==> config.mk <==
export PLATFORM = sky130hd
export DESIGN_NAME = divider_xlen
export DESIGN_NICKNAME = d
export VERILOG_FILES = /design/src/rtl/div_pkg.sv /design/src/rtl/div_step.sv /design/src/rtl/divider_xlen.sv
export SDC_FILE = /design/constraint.sdc
export NUM_CORES = 1
export LEC_CHECK = 0
export BUFFER_PORTS_ARGS = -buffer_cell sky130_fd_sc_hd__buf_2
export CORE_MARGIN = 2
export CORE_UTILIZATION = 50
export DETAILED_ROUTE_END_ITERATION = 8
export GPL_TIMING_DRIVEN = 1
export PLACE_DENSITY = 0.69
export SETUP_SLACK_MARGIN = 0.5
export SLEW_MARGIN = 20
export SYNTH_ARGS = -nofsm -noshare
export SYNTH_HDL_FRONTEND = slang
export SYNTH_HIERARCHICAL = 1
export SYNTH_SLANG_ARGS = --single-unit
==> constraint.sdc <==
create_clock -name clk -period 4.1 [get_ports clk]
set_clock_uncertainty 0.1 [all_clocks]
set_input_delay 0.615 -clock clk [delete_from_list [all_inputs] [get_ports clk]]
set_output_delay 0.615 -clock clk [all_outputs]
set_load 0.1 [all_outputs]
==> src/rtl/div_pkg.sv <==
// Shared op encodings, FSM state type and op-decoding helpers for the iterative divider.
package div_pkg;

  localparam int unsigned DIV_OP_WIDTH = 2;

  localparam logic [DIV_OP_WIDTH-1:0] OP_DIV  = 2'd0;
  localparam logic [DIV_OP_WIDTH-1:0] OP_DIVU = 2'd1;
  localparam logic [DIV_OP_WIDTH-1:0] OP_REM  = 2'd2;
  localparam logic [DIV_OP_WIDTH-1:0] OP_REMU = 2'd3;

  typedef enum logic [1:0] {
    ST_IDLE = 2'd0,
    ST_CALC = 2'd1,
    ST_FIX  = 2'd2,
    ST_DONE = 2'd3
  } div_state_e;

  function automatic logic op_is_signed(input logic [DIV_OP_WIDTH-1:0] op);
    return (op == OP_DIV) || (op == OP_REM);
  endfunction

  function automatic logic op_is_rem(input logic [DIV_OP_WIDTH-1:0] op);
    return (op == OP_REM) || (op == OP_REMU);
  endfunction

endpackage

==> src/rtl/div_step.sv <==
// One restoring division step: shift in the next dividend bit, trial-subtract the divisor.
module div_step #(
  parameter int unsigned XLEN = 32
) (
  input  logic [XLEN-1:0] i_rem,
  input  logic [XLEN-1:0] i_quo,
  input  logic [XLEN-1:0] i_dvsr,
  output logic [XLEN-1:0] o_rem_c,
  output logic [XLEN-1:0] o_quo_c
);

  logic [XLEN:0] w_shift;
  logic [XLEN:0] w_diff;

  // i_quo doubles as the dividend shift register; its MSB feeds the partial remainder.
  assign w_shift = {i_rem, i_quo[XLEN-1]};
  assign w_diff  = w_shift - {1'b0, i_dvsr};

  assign o_rem_c = w_diff[XLEN] ? w_shift[XLEN-1:0] : w_diff[XLEN-1:0];
  assign o_quo_c = {i_quo[XLEN-2:0], ~w_diff[XLEN]};

endmodule

==> src/rtl/divider_xlen.sv <==
// Iterative restoring integer divider (DIV/DIVU/REM/REMU) with tag echo, flush and
// valid/ready handshakes on both sides.
module divider_xlen
  import div_pkg::*;
#(
  parameter int unsigned XLEN  = 32,
  parameter int unsigned BPC   = 1,
  parameter int unsigned TAG_W = 5
) (
  input  logic                    clk,
  input  logic                    resetn,
  input  logic                    in_valid,
  output logic                    in_ready,
  input  logic [DIV_OP_WIDTH-1:0] op,
  input  logic [XLEN-1:0]         dividend,
  input  logic [XLEN-1:0]         divisor,
  input  logic [TAG_W-1:0]        in_tag,
  input  logic                    flush,
  output logic                    out_valid,
  input  logic                    out_ready,
  output logic [XLEN-1:0]         result,
  output logic [TAG_W-1:0]        out_tag,
  output logic                    div_by_zero
);

  localparam int unsigned ITER  = XLEN / BPC;
  localparam int unsigned CNT_W = $clog2(ITER);
  localparam logic [XLEN-1:0] MIN_NEG = {1'b1, {(XLEN-1){1'b0}}};

  div_state_e r_state;
  div_state_e w_state_nxt;

  logic [CNT_W-1:0] r_cnt;
  logic [XLEN-1:0]  r_rem;
  logic [XLEN-1:0]  r_quo;
  logic [XLEN-1:0]  r_dvsr;
  logic             r_is_rem;
  logic             r_neg_q;
  logic             r_neg_r;
  logic [TAG_W-1:0] r_tag;
  logic             r_dbz;
  logic [XLEN-1:0]  r_result;
  logic             r_in_ready;
  logic             r_out_valid;

  logic            w_accept;
  logic            w_sgn;
  logic            w_a_neg;
  logic            w_b_neg;
  logic            w_zero;
  logic            w_ovf;
  logic [XLEN-1:0] w_a_abs;
  logic [XLEN-1:0] w_b_abs;
  logic            w_last;

  logic [XLEN-1:0] w_rem [BPC+1];
  logic [XLEN-1:0] w_quo [BPC+1];

  assign w_accept = in_valid && (r_state == ST_IDLE) && !flush;
  assign w_sgn    = op_is_signed(op);
  assign w_a_neg  = w_sgn && dividend[XLEN-1];
  assign w_b_neg  = w_sgn && divisor[XLEN-1];
  assign w_a_abs  = w_a_neg ? -dividend : dividend;
  assign w_b_abs  = w_b_neg ? -divisor : divisor;
  assign w_zero   = (divisor == '0);
  assign w_ovf    = w_sgn && (dividend == MIN_NEG) && (&divisor);
  assign w_last   = (r_cnt == CNT_W'(ITER - 1));

  // BPC restoring steps chained combinationally per CALC cycle.
  assign w_rem[0] = r_rem;
  assign w_quo[0] = r_quo;
  for (genvar g = 0; g < BPC; g++) begin : g_step
    div_step #(.XLEN(XLEN)) u_step (
      .i_rem   (w_rem[g]),
      .i_quo   (w_quo[g]),
      .i_dvsr  (r_dvsr),
      .o_rem_c (w_rem[g+1]),
      .o_quo_c (w_quo[g+1])
    );
  end

  always_ff @(posedge clk or negedge resetn) begin
    if (!resetn) r_state <= ST_IDLE;
    else         r_state <= w_state_nxt;
  end

  always_comb begin
    w_state_nxt = r_state;
    case (r_state)
      ST_IDLE: if (w_accept) w_state_nxt = (w_zero || w_ovf) ? ST_DONE : ST_CALC;
      ST_CALC: if (w_last) w_state_nxt = ST_FIX;
      ST_FIX:  w_state_nxt = ST_DONE;
      ST_DONE: if (out_ready) w_state_nxt = ST_IDLE;
      default: w_state_nxt = ST_IDLE;
    endcase
    if (flush) w_state_nxt = ST_IDLE;
  end

  // Handshake flags track the next state so they stay registered.
  always_ff @(posedge clk or negedge resetn) begin
    if (!resetn) begin
      r_in_ready  <= 1'b1;
      r_out_valid <= 1'b0;
    end else begin
      r_in_ready  <= (w_state_nxt == ST_IDLE);
      r_out_valid <= (w_state_nxt == ST_DONE);
    end
  end

  always_ff @(posedge clk or negedge resetn) begin
    if (!resetn) begin
      r_cnt    <= '0;
      r_rem    <= '0;
      r_quo    <= '0;
      r_dvsr   <= '0;
      r_is_rem <= 1'b0;
      r_neg_q  <= 1'b0;
      r_neg_r  <= 1'b0;
      r_tag    <= '0;
      r_dbz    <= 1'b0;
      r_result <= '0;
    end else if (w_accept) begin
      r_cnt    <= '0;
      r_rem    <= '0;
      r_quo    <= w_a_abs;
      r_dvsr   <= w_b_abs;
      r_is_rem <= op_is_rem(op);
      r_neg_q  <= w_a_neg ^ w_b_neg;
      r_neg_r  <= w_a_neg;
      r_tag    <= in_tag;
      r_dbz    <= w_zero;
      if (w_zero)     r_result <= op_is_rem(op) ? dividend : '1;
      else if (w_ovf) r_result <= op_is_rem(op) ? '0 : dividend;
    end else if (r_state == ST_CALC) begin
      r_rem <= w_rem[BPC];
      r_quo <= w_quo[BPC];
      r_cnt <= r_cnt + CNT_W'(1);
    end else if (r_state == ST_FIX) begin
      if (r_is_rem) r_result <= r_neg_r ? -r_rem : r_rem;
      else          r_result <= r_neg_q ? -r_quo : r_quo;
    end
  end

  assign in_ready    = r_in_ready;
  assign out_valid   = r_out_valid;
  assign result      = r_result;
  assign out_tag     = r_tag;
  assign div_by_zero = r_dbz;

endmodule

==> flow_summary.toml <==
[worst_setup_path]
required_ns = 4.29
cp-startpoint = "r_quo[31]$_DFFE_PN0P_"
cp-start-kind = "register"
r2r_cells = 15
r2r-end = "r_rem[4]$_DFFE_PN0P_"
critPathKind = "register to register"
reg2reg_from = "r_quo[31]$_DFFE_PN0P_"
rrSetupSlack_ns = 0.63
cp_max_fo = 12
arrival_ns = 3.66
cp-end-kind = "register"

[logic_synthesis]
synth_ff_type = "dfrtp_1"
async_flop_share_pct = 100
synth_top_area_share_pct = 30.4
synth.avg_cell_area_sq_um = 8.12
yosys.area.top_type = "dfrtp_1"
synth_edf_count = 0
syn_nets = 1585
yosys_warnings = 6
synthCells = 1469
syn_area_sq_mm = 0.0119
synthTopCellsByArea = "dfrtp_1, nand2_1, xnor2_1"
ys_types = 96
yosysSeqAreaShare_pct = 30.6
ys_seq_elements = 146

[sta]
finalSetupViolCount = 0
setup_tns_ns = 0
worst_slew_margin_rel_pct = 29.9
hold_viol_final = 0
finalMaxSlewViolations = 0
fin_crit_sh_pct = 84.6
post-route-min-period_ns = 3.47
max_freq_mhz = 288
rsz0062_at_grt = "true"
tightest_slew_ns = 1.05

[clock_tree]
htree_levels = 4
clk_pin_slew_ns = 0.07
cts_tree = "yes"
clock-sinks = 146
worstSkewPairLatency_ns = 0.44
clock_path_buffers = 2
cts_hold_buf = 0
cts-buffers-inserted = 17
clockRootBuffer = "clkbuf_16"

[power_and_ir_drop]
clock_power_share_pct = 18.3
p_seq_share_pct = 25.9
combPwrFrac_pct = 55.7
p_int_mw = 4.68
p_leak_nw = 5.76
p_per_area_mw_per_mm2 = 652
vdd_ir_drop_max_mv = 0.362
net-switching-power_mw = 3.92
switching_share_pct = 45.6

[routing]
vias = 11200
drc = 0
drt_iter0_drc = 1031
drt-total-wl_microns = 36400
wl_per_cell_microns = 19.7
first_pass_iters = 6
vias_per_cell = 6.04
drt.antenna.violating_nets = 0

[cells_and_area]
finalNetCount = 1638
fin_cells = 1853
nFillCells = 2194
antenna_cells = 0
syn_to_final_growth_pct = 10.7
drive_above_1_share_pct = 16.6

[grt]
grt_pass1_wl_microns = 56700
grt_start_max_net_pins = 108
grtUsageTotal_pct = 29.3
globalRouteOverflowTotal = 0
antenna_found_initial = 0
first_global_vias = 10300

[floorplan]
start_util_pct = 50.8
die_w_microns = 158
row_count = 56
fp.coreArea_sq_mm = 0.0235
dieArea_sq_mm = 0.0251
die_height_microns = 158
io_pins = 116

[placement]
dp.cells = 1816
place.gp.congestion = 0.938
hpwl_microns = 27000
port_buffers = 115

[worst_hold_path]
hold_class = "input pin to async pin"

[job]
drv_cap = 0

[status]
outcome = "finished clean"
## cells by family (layout without fill, tap and decap cells)
family	count (synthesis)	count (layout)	share of synthesized area, %
flops	146	146	30.6
xor+xnor	148	148	10.9
simple gates	512	512	20.3
fa+ha+maj	52	52	5.26
mux	35	35	3.90
compound gates	410	410	21.8
buf+inv	166	231	7.17
## registers in the layout, indices dropped and copies added, names as in the netlist
register and cells:
r_dvsr 32, r_quo 32, r_rem 32, result 32, out_tag 5, r_cnt 5
r_state 2, div_by_zero 1, in_ready 1, out_valid 1, r_is_rem 1, r_neg_q 1
r_neg_r 1
## cell usage after synthesis, types with 22 or more instances
library cell,n
ha_1,39
nor3_1,24
nor2_1,87
xnor2_1,80
nand3_1,22
dfrtp_1,145
o31ai_1,30
a21oi_1,113
xor2_1,68
buf_4,34
a31oi_1,30
inv_1,47
clkbuf_1,56
nand2_1,248
o21ai_0,102
## worst max-delay path by stage
stage	end	slack, ns	cells after the start
after floorplan	r_rem[13]$_DFFE_PN0P_	0.61	17
after global placement	r_rem[7]$_DFFE_PN0P_	0.45	15
after detailed placement	r_rem[4]$_DFFE_PN0P_	0.37	15
after CTS	r_rem[4]$_DFFE_PN0P_	0.53	15
after global routing	r_rem[7]$_DFFE_PN0P_	0.48	15
final	r_rem[4]$_DFFE_PN0P_	0.63	15
## placed cells by master (no fill, tap or decap), types with 11 or more instances in the layout
master,instances
nand2_1,248
dfrtp_1,145
buf_2,114
a21oi_1,113
o21ai_0,100
nor2_1,87
xnor2_1,80
xor2_1,68
inv_1,47
ha_1,38
buf_4,32
a31oi_1,30
o31ai_1,29
nor3_1,24
nand3_1,21
o21ai_1,19
a21o_1,19
mux2_4,19
nand4_1,18
or3_1,18
o41ai_1,17
clkbuf_16,17
a211oi_1,14
and3_1,12
maj3_1,12
nand2b_1,11
nor4_1,11
## per-stage QoR
step           hold slack [ns]  power [mW]  util, %  setup slack, ns  cell area [sq um]
2_1_floorplan            0.219        6.04        -            0.615              11900
5_1_grt                  0.256        9.13     56.3            0.485              13200
4_1_cts                  0.250        8.47     56.0            0.532              13100
3_5_place_dp             0.361        6.83     53.5            0.370              12500
6_report                 0.183        8.61     56.3            0.631              13200
3_3_place_gp             0.355        6.76     53.5            0.455              12500
## power groups by stage
stage                     registers (mW)  clock network [mW]  logic [mW]
after global routing                2.27                1.66        5.20
after global placement              2.23                   0        4.53
final                               2.23                1.58        4.80
after CTS                           2.22                1.59        4.66
after floorplan                     2.53                   0        3.51
after detailed placement            2.24                   0        4.59
## layer usage
layer  share of wire, %  GRT usage, %  routed length [microns]  up-vias
met2                 44          45.1                    16100      515
li1                   -             -                        -     5299
met3                8.8          5.42                     3210       76
met1                 44          41.1                    15900     5293
met4                3.4          10.6                     1230        0
met5                  0             0                        0        -
## what timing repair did
action / CTS / global route
pin swaps: 2 / 2
setup buffers: 2 / 3
endpoints found under the setup margin: 24 / 33
gates cloned: 0 / 1
resized for setup: 2 / 6
## critical path, cell delays in order (launching register included)
cell	delay [ns]
dfrtp_1	0.36
inv_1	0.05
ha_1	0.22
fa_2	0.35
and2b_1	0.24
o2111ai_2	0.14
a21oi_2	0.21
o2111ai_2	0.17
a211oi_2	0.32
nor2_4	0.10
mux2i_4	0.21
and2_4	0.26
inv_8	0.15
mux2_2	0.36
nand2_1	0.06
a21oi_1	0.06
## cell type report
class	count	area [sq um]	area share, %
repair buffers	150	885	6.70
multi-input cells	1157	7470	56.6
well taps	319	399	3.02
inverters	49	210	1.59
clock buffers	21	450	3.41
flip-flops and latches	146	3650	27.7
clock inverters	10	125	0.948
repair inverters	1	11.3	0.0853
Power figures use the tool's default switching activity.
